**src/rtl/simple_spi_s_bit_rw.sv**
```systemverilog
// SPI mode-0 slave: oversampled in sys_clk, full-duplex MSB-first frame of t_size bits.
// Optional SPI_S_OVERRUN_EN: read_en becomes a level acknowledged by rd_ack, with sticky overrun.
module simple_spi_s_bit_rw #(
    parameter int unsigned W      = 8,
    parameter int unsigned SIZE_W = 4
) (
    input  logic              sys_clk,
    input  logic              rst,
    input  logic              spi_clk,
    input  logic              cs,
    input  logic              mosi,
    output logic              miso,
    input  logic [SIZE_W-1:0] t_size,
    input  logic [W-1:0]      d_in,
    output logic [W-1:0]      d_out,
    output logic              read_en,
    output logic              busy
`ifdef SPI_S_OVERRUN_EN
    ,
    input  logic              rd_ack,
    output logic              overrun
`endif
);

    localparam int unsigned CW = $clog2(W + 1);
    localparam int unsigned IW = $clog2(W);

    typedef enum logic [1:0] {StIdle, StShift, StDone} state_e;

    state_e         state;
    logic           sclk_meta, s_sclk, s_sclk_d;
    logic           cs_meta, s_cs;
    logic           mosi_meta, s_mosi;
    logic [W-1:0]   tx_sh, rx_sh;
    logic [CW-1:0]  cnt, n_lat;

    logic           rise, fall, last_bit;
    logic [CW-1:0]  n_new;
    logic [IW-1:0]  first_idx, next_idx;
    logic [W-1:0]   rx_next;

    always_comb begin
        rise = s_sclk & ~s_sclk_d;
        fall = ~s_sclk & s_sclk_d;
        if (t_size == '0 || 32'(t_size) > W) begin
            n_new = CW'(W);
        end else begin
            n_new = CW'(t_size);
        end
        first_idx = IW'(n_new - CW'(1));
        next_idx  = IW'(n_lat - CW'(1) - cnt);
        rx_next   = {rx_sh[W-2:0], s_mosi};
        last_bit  = (cnt == n_lat - CW'(1));
    end

    always_ff @(posedge sys_clk) begin
        if (rst) begin
            sclk_meta <= 1'b0;
            s_sclk    <= 1'b0;
            s_sclk_d  <= 1'b0;
            cs_meta   <= 1'b1;
            s_cs      <= 1'b1;
            mosi_meta <= 1'b0;
            s_mosi    <= 1'b0;
            state     <= StIdle;
            tx_sh     <= '0;
            rx_sh     <= '0;
            cnt       <= '0;
            n_lat     <= '0;
            miso      <= 1'b0;
            d_out     <= '0;
            read_en   <= 1'b0;
            busy      <= 1'b0;
`ifdef SPI_S_OVERRUN_EN
            overrun   <= 1'b0;
`endif
        end else begin
            sclk_meta <= spi_clk;
            s_sclk    <= sclk_meta;
            s_sclk_d  <= s_sclk;
            cs_meta   <= cs;
            s_cs      <= cs_meta;
            mosi_meta <= mosi;
            s_mosi    <= mosi_meta;

`ifdef SPI_S_OVERRUN_EN
            if (rd_ack) begin
                read_en <= 1'b0;
                overrun <= 1'b0;
            end
`else
            read_en <= 1'b0;
`endif

            // A released chip select overrides any edge seen in the same cycle.
            if (s_cs) begin
                state <= StIdle;
                miso  <= 1'b0;
                busy  <= 1'b0;
            end else begin
                case (state)
                    StIdle: begin
                        n_lat <= n_new;
                        tx_sh <= d_in;
                        rx_sh <= '0;
                        cnt   <= '0;
                        miso  <= d_in[first_idx];
                        busy  <= 1'b1;
                        state <= StShift;
                    end
                    StShift: begin
                        if (rise) begin
                            rx_sh <= rx_next;
                            cnt   <= cnt + CW'(1);
                            if (last_bit) begin
`ifdef SPI_S_OVERRUN_EN
                                // Unacknowledged word is kept; the new one is dropped.
                                if (read_en && !rd_ack) begin
                                    overrun <= 1'b1;
                                end else begin
                                    d_out   <= rx_next;
                                    read_en <= 1'b1;
                                end
`else
                                d_out   <= rx_next;
                                read_en <= 1'b1;
`endif
                                state <= StDone;
                            end
                        end else if (fall && cnt != '0) begin
                            miso <= tx_sh[next_idx];
                        end
                    end
                    StDone: begin
                        state <= StDone;
                    end
                    default: begin
                        state <= StIdle;
                    end
                endcase
            end
        end
    end

endmodule

```
**config.mk**
```make
export PLATFORM = sky130hd
export DESIGN_NAME = simple_spi_s_bit_rw
export DESIGN_NICKNAME = d
export VERILOG_FILES = /design/src/rtl/simple_spi_s_bit_rw.sv
export SDC_FILE = /design/constraint.sdc
export NUM_CORES = 1
export LEC_CHECK = 0
export ABC_AREA = 1
export CELL_PAD_IN_SITES_DETAIL_PLACEMENT = 0
export CELL_PAD_IN_SITES_GLOBAL_PLACEMENT = 1
export CORE_UTILIZATION = 29
export CTS_BUF_LIST = sky130_fd_sc_hd__clkbuf_4
export CTS_CLUSTER_SIZE = 24
export DETAILED_ROUTE_END_ITERATION = 8
export PLACE_DENSITY = 0.65
export SLEW_MARGIN = 20
export SYNTH_ARGS = -nofsm -noshare
export SYNTH_HDL_FRONTEND = slang
export SYNTH_SLANG_ARGS = --single-unit
```
**constraint.sdc**
```tcl
create_clock -name sys_clk -period 2.9 [get_ports sys_clk]
set_input_delay 0.58 -clock sys_clk [delete_from_list [all_inputs] [get_ports sys_clk]]
set_output_delay 0.58 -clock sys_clk [all_outputs]
set_load 0.005 [all_outputs]
```
# [Word level (Yosys, flattened, before mapping)]
# Cells that the tools add are included.
[totals] reg_bits=43 inputBits=17 output_inout_bits=11 elab_cells=66
[op_classes] add_sub_neg=4 order_cmp=3 n_eq_ne=7 n_mux=16 bitwise=7 reduce_logical=13
[ops] operator="7-bit case mux with 2 select lines" n=1
[ops] operator="3-bit by 4-bit < comparator with 1-bit output, second input constant" n=2
[ops] operator="4-bit 2-to-1 mux" n=2
[ops] operator="2-bit != test, second input constant" n=4
[ops] operator="4-bit case mux with 2 select lines" n=1
[ops] operator="7-bit 2-to-1 mux" n=1
[ops] operator="1-bit binary-select mux with 3-bit select" n=2
[ops] operator="2-bit case mux with 3 select lines" n=1
[ops] operator="3-bit AND reduction" n=2
[ops] operator="1-bit 2-to-1 mux" n=5
[ops] operator="1-bit NOT" n=5
[ops] operator="4-bit by 1-bit adder with 4-bit output, second input constant" n=1
[ops] operator="4-bit == test" n=1
[ops] operator="4-bit > comparator, second input constant" n=1
[ops] operator="4-bit zero test" n=1
[ops] operator="2-bit 2-to-1 mux" n=2
[ops] operator="2-bit AND reduction" n=2
[ops] operator="4-bit AND reduction" n=1
[ops] operator="4-bit nonzero test" n=1
[ops] operator="4-bit OR reduction" n=1
[ops] operator="4-bit by 1-bit subtractor with 4-bit output, second input constant" n=1
[ops] operator="3-bit by 1-bit subtractor with 3-bit output, second input constant" n=1
[ops] operator="3-bit subtractor" n=1
[ops] operator="1-bit AND" n=2
[ops] operator="8 further kinds" n=8

# [Depth between registers and ports, before layout]
[logic_depth] word_depth=7 depth_mapped=12 mapped_depth_nobuf=12

# [Worst setup path after synthesis]
# OpenSTA, ideal clock, no wires.
[synth_path] path_type="reg-to-reg" startpoint="register n_lat[0]" endpoint="register miso" setup_ns=0.117 arrival_ns=1.702 t_required_ns=2.783 setup_slack_ns=1.081 stages_incl_launch_ff=11 path_buffers=0 period_less_slack_ns=1.819 cell_sequence="dfxtp_1 inv_1 ha_1 fa_1 nor2_1 o21ai_0 o21ai_0 a21oi_1 nor2_1 nor2_1 nor2_1"
[synth_via] elab_chain_len=7
[synth_rtl] element="start, declared" line_no="35" source="logic [CW-1:0] cnt, n_lat;"
[synth_rtl] element="start signal, assigned" line_no="103" source="n_lat <= n_new;"
[synth_rtl] element="4-bit by 1-bit subtractor with 4-bit output"
[synth_rtl] element="3-bit subtractor" line_no="51" source="next_idx = IW'(n_lat - CW'(1) - cnt);"
[synth_rtl] element="1-bit binary-select mux with 3-bit select" line_no="131" source="miso <= tx_sh[next_idx];"
[synth_rtl] element="1-bit 2-to-1 mux (not written as such)" line_no="131"
[synth_rtl] element="1-bit 2-to-1 mux" line_no="130" source="end else if (fall && cnt != '0) begin"
[synth_rtl] element="1-bit 2-to-1 mux" line_no="112" source="if (rise) begin"
[synth_rtl] element="1-bit case mux with 2 select lines" line_no="101" source="case (state)"
[synth_rtl] element="end signal, assigned" line_no="107" source="miso <= d_in[first_idx];"
[synth_rtl] element="end signal, assigned" line_no="131"
[synth_rtl] element="end, declared" line_no="12" source="output logic miso,"
# Every way passes these cells. The select of a mux whose other input is x is not followed.
# A chain may end at the register's enable or synchronous reset.

# [Final worst setup path]
[layout_path] startpoint="register n_lat[0]" endpoint="register d_out[3]"
[layout_via] elab_chain_len=3
[layout_rtl] element="4-bit by 1-bit subtractor with 4-bit output" line_no="53" source="last_bit = (cnt == n_lat - CW'(1));"
[layout_rtl] element="4-bit == test" line_no="53"
[layout_rtl] element="4-bit AND reduction (no source line)"
[layout_rtl] element="end signal, assigned" line_no="125" source="d_out <= rx_next;"
[layout_rtl] element="end, declared" line_no="15" source="output logic [W-1:0] d_out,"
# Every way passes these cells.

==> metrics <==
run status finished clean; via count 1752; Final min period 2.05 ns; worst path cell trace inv_1 -> ha_1 -> inv_1 -> ha_1 -> nand3_1 -> a21oi_4 -> nand3_4 -> nand2_1 -> a21oi_1; Initial DRC Count 84; Slew headroom 72.5%; Syn Inst Count 273; vias in the first global route 1649; latest clock arrival within the worst-skew pair 0.35 ns; DRT Pass-1 Iters 5; post-CTS resize count 0; initial antenna violation count 0; Synth-to-Final Area Change 21.9%; Post-CTS Hold Buffers 0; Slowest-stage cell, CP dfxtp_1; Die W 86.1 um; num ports 28; syn_nets 299; grt total ovfl 0; ratio of cells with drive above 1 in the final layout 10.2%; CTS tree done; DRT antenna net count 0; cell area after synthesis 0.00205 mm2; Fin. Hold Viols 0; GP Congestion 0.749; #FFs+latches synth 43; clk_skew 0.00855 ns; fin cells 399; final core occ 36.8%; cell family with most CP delay adder cells; pin count of the biggest net entering global routing 27; CP max FO 10; DRT Wirelength 4.50 mm; Worst setup SP type register; Cell Rows 30; total core area 0.00679 mm2; Layout fillers 736; Post-CTS Setup Repair Bufs 0; Die Y 86.1 um; IO buf count 27; # setup viols final 0; max_cap viols 0; H-Tree Depth 2; CTS max path bufs 2; Buf+Inv Stages, Crit Path 2; Via density 4.39; peak supply drop 0.154 mV; Die ar. 0.00741 mm2; slowest stage delay, CP 0.37 ns; Initial Utilization 30.2%; actual slew at the worst max-slew pin 0.412 ns; Synth cell types 29; critical path arrival 2.30 ns; syn_area_per_cell 7.51 um2; Highest Clock Rate 0.487 GHz; Num CTS Buffers 5; Final Max Slew Viols 0; DRC 0; Crit. End Element register; placed instance count 391; Tcrit/Tclk final 70.8%; critical path class reg2reg; All-Layer GR Usage 13.4%; CP required 3.15 ns; setup tns final 0 ns; Detail Placement HPWL 3.33 mm; Layout Nets 328; first-pass GRT wire length 7.71 mm; # diodes 0; reg2reg setup slack 0.85 ns; P_leak 1.00 nW; clk slew on worst S/H paths 0.13 ns; RSZ-0062 raised after global routing no; synth warn 0; path type of the worst min-delay path reg2reg; Pwr Density 449 mW/mm2; total power 1.12 mW; Clock Sinks 43; post-synthesis sequential area ratio 42.0%; wire per inst 11.3 um; clk root buf clkbuf_4
==> cell type report <==
cell class,count,area (um2),area share (%)
clock buffer,5,37.5,1.50
timing repair buffer,29,285,11.4
tap,96,120,4.81
multi-input combinational,183,1010,40.3
clock inverter,3,38.8,1.55
inverter,40,150,6.01
sequential,43,861,34.5
==> stage by stage <==
| stage | hold WS, ns | setup WS (ns) | cell area, um2 |
|---|---|---|---|
| after floorplan | 0.388 | 1.08 | 2050 |
| after global placement | 0.393 | 0.665 | 2420 |
| after detailed placement | 0.396 | 0.629 | 2420 |
| after CTS | 0.414 | 0.807 | 2500 |
| after global routing | 0.426 | 0.699 | 2500 |
| final | 0.410 | 0.847 | 2500 |
==> where the power goes <==
part / internal (mW) / switching [mW] / leakage, nW
Combinational: 0.0607 / 0.0794 / 0.610
Sequential: 0.605 / 0.00806 / 0.349
Clock: 0.177 / 0.192 / 0.0426
Total: 0.843 / 0.279 / 1.00
==> path summary, 6_finish.rpt <==
| check | startpoint | to | cells after the start |
|---|---|---|---|
| setup reg to reg | n_lat[0] | d_out[3] | 9 |
| hold / removal | sclk_meta | s_sclk | 2 |
| setup / recovery | n_lat[0] | d_out[3] | 9 |
| hold reg to reg | sclk_meta | s_sclk | 2 |
==> worst register-to-register path: stages (launching register included) <==
cell	delay [ns]
dfxtp_1	0.37
inv_1	0.09
ha_1	0.35
inv_1	0.06
ha_1	0.27
nand3_1	0.11
a21oi_4	0.35
nand3_4	0.19
nand2_1	0.11
a21oi_1	0.06
==> cell usage in the layout (no fill, tap or decap), types with 2 or more instances in the layout <==
master and count:
buf_4 2, a21oi_1 34, o21ai_1 11, inv_1 32
nand4_1 9, clkdlybuf4s50_1 27, clkbuf_4 5, nand2_1 56
dfxtp_1 43, nand2_2 3, nand3_2 3, o21ai_0 5
nand3_1 17, nor2_1 21, inv_2 8, nor3_1 3
or2_2 2, ha_1 8
==> synthesized netlist by cell type (all sizes together) <==
master   n  area share, %
a211oi   1           0.37
a21oi   35            9.1
a31oi    1           0.31
buf      3           0.85
clkbuf   4           0.73
dfxtp   43             42
fa       1           0.98
ha       8            4.9
inv     40            7.3
nand2   60             12
nand3   21            6.5
nand3b   1           0.37
nand4    9            2.7
nor2    22            4.4
nor3     3           0.73
o21a     1           0.37
o21ai   16            3.9
or2      2           0.61
xnor2    2            2.1
==> flip-flops by register name, indices dropped and copies added, names as in the netlist, 2 cells and up <==
signal and flops:
cnt 4, n_lat 4, rx_sh 7, state 2, d_out 8, tx_sh 8
==> routing by layer <==
metal,track usage (%),vias to the layer above,wire (um)
met5,0,-,0
met4,4.55,0,41
met3,2.89,5,95
met2,21.1,18,2040
met1,18.1,791,2320
li1,-,938,-
==> logic make-up after synthesis <==
| logic type | share of synthesized area (%) |
|---|---|
| AND/OR/NAND/NOR | 27.0 |
| AO/OA/AOI/OAI | 14.0 |
| buffers and inverters | 8.91 |
| flip-flops | 42.0 |
| adder cells (fa/ha/maj) | 5.86 |
| XOR/XNOR | 2.14 |
(Power assumes the default switching activity.)
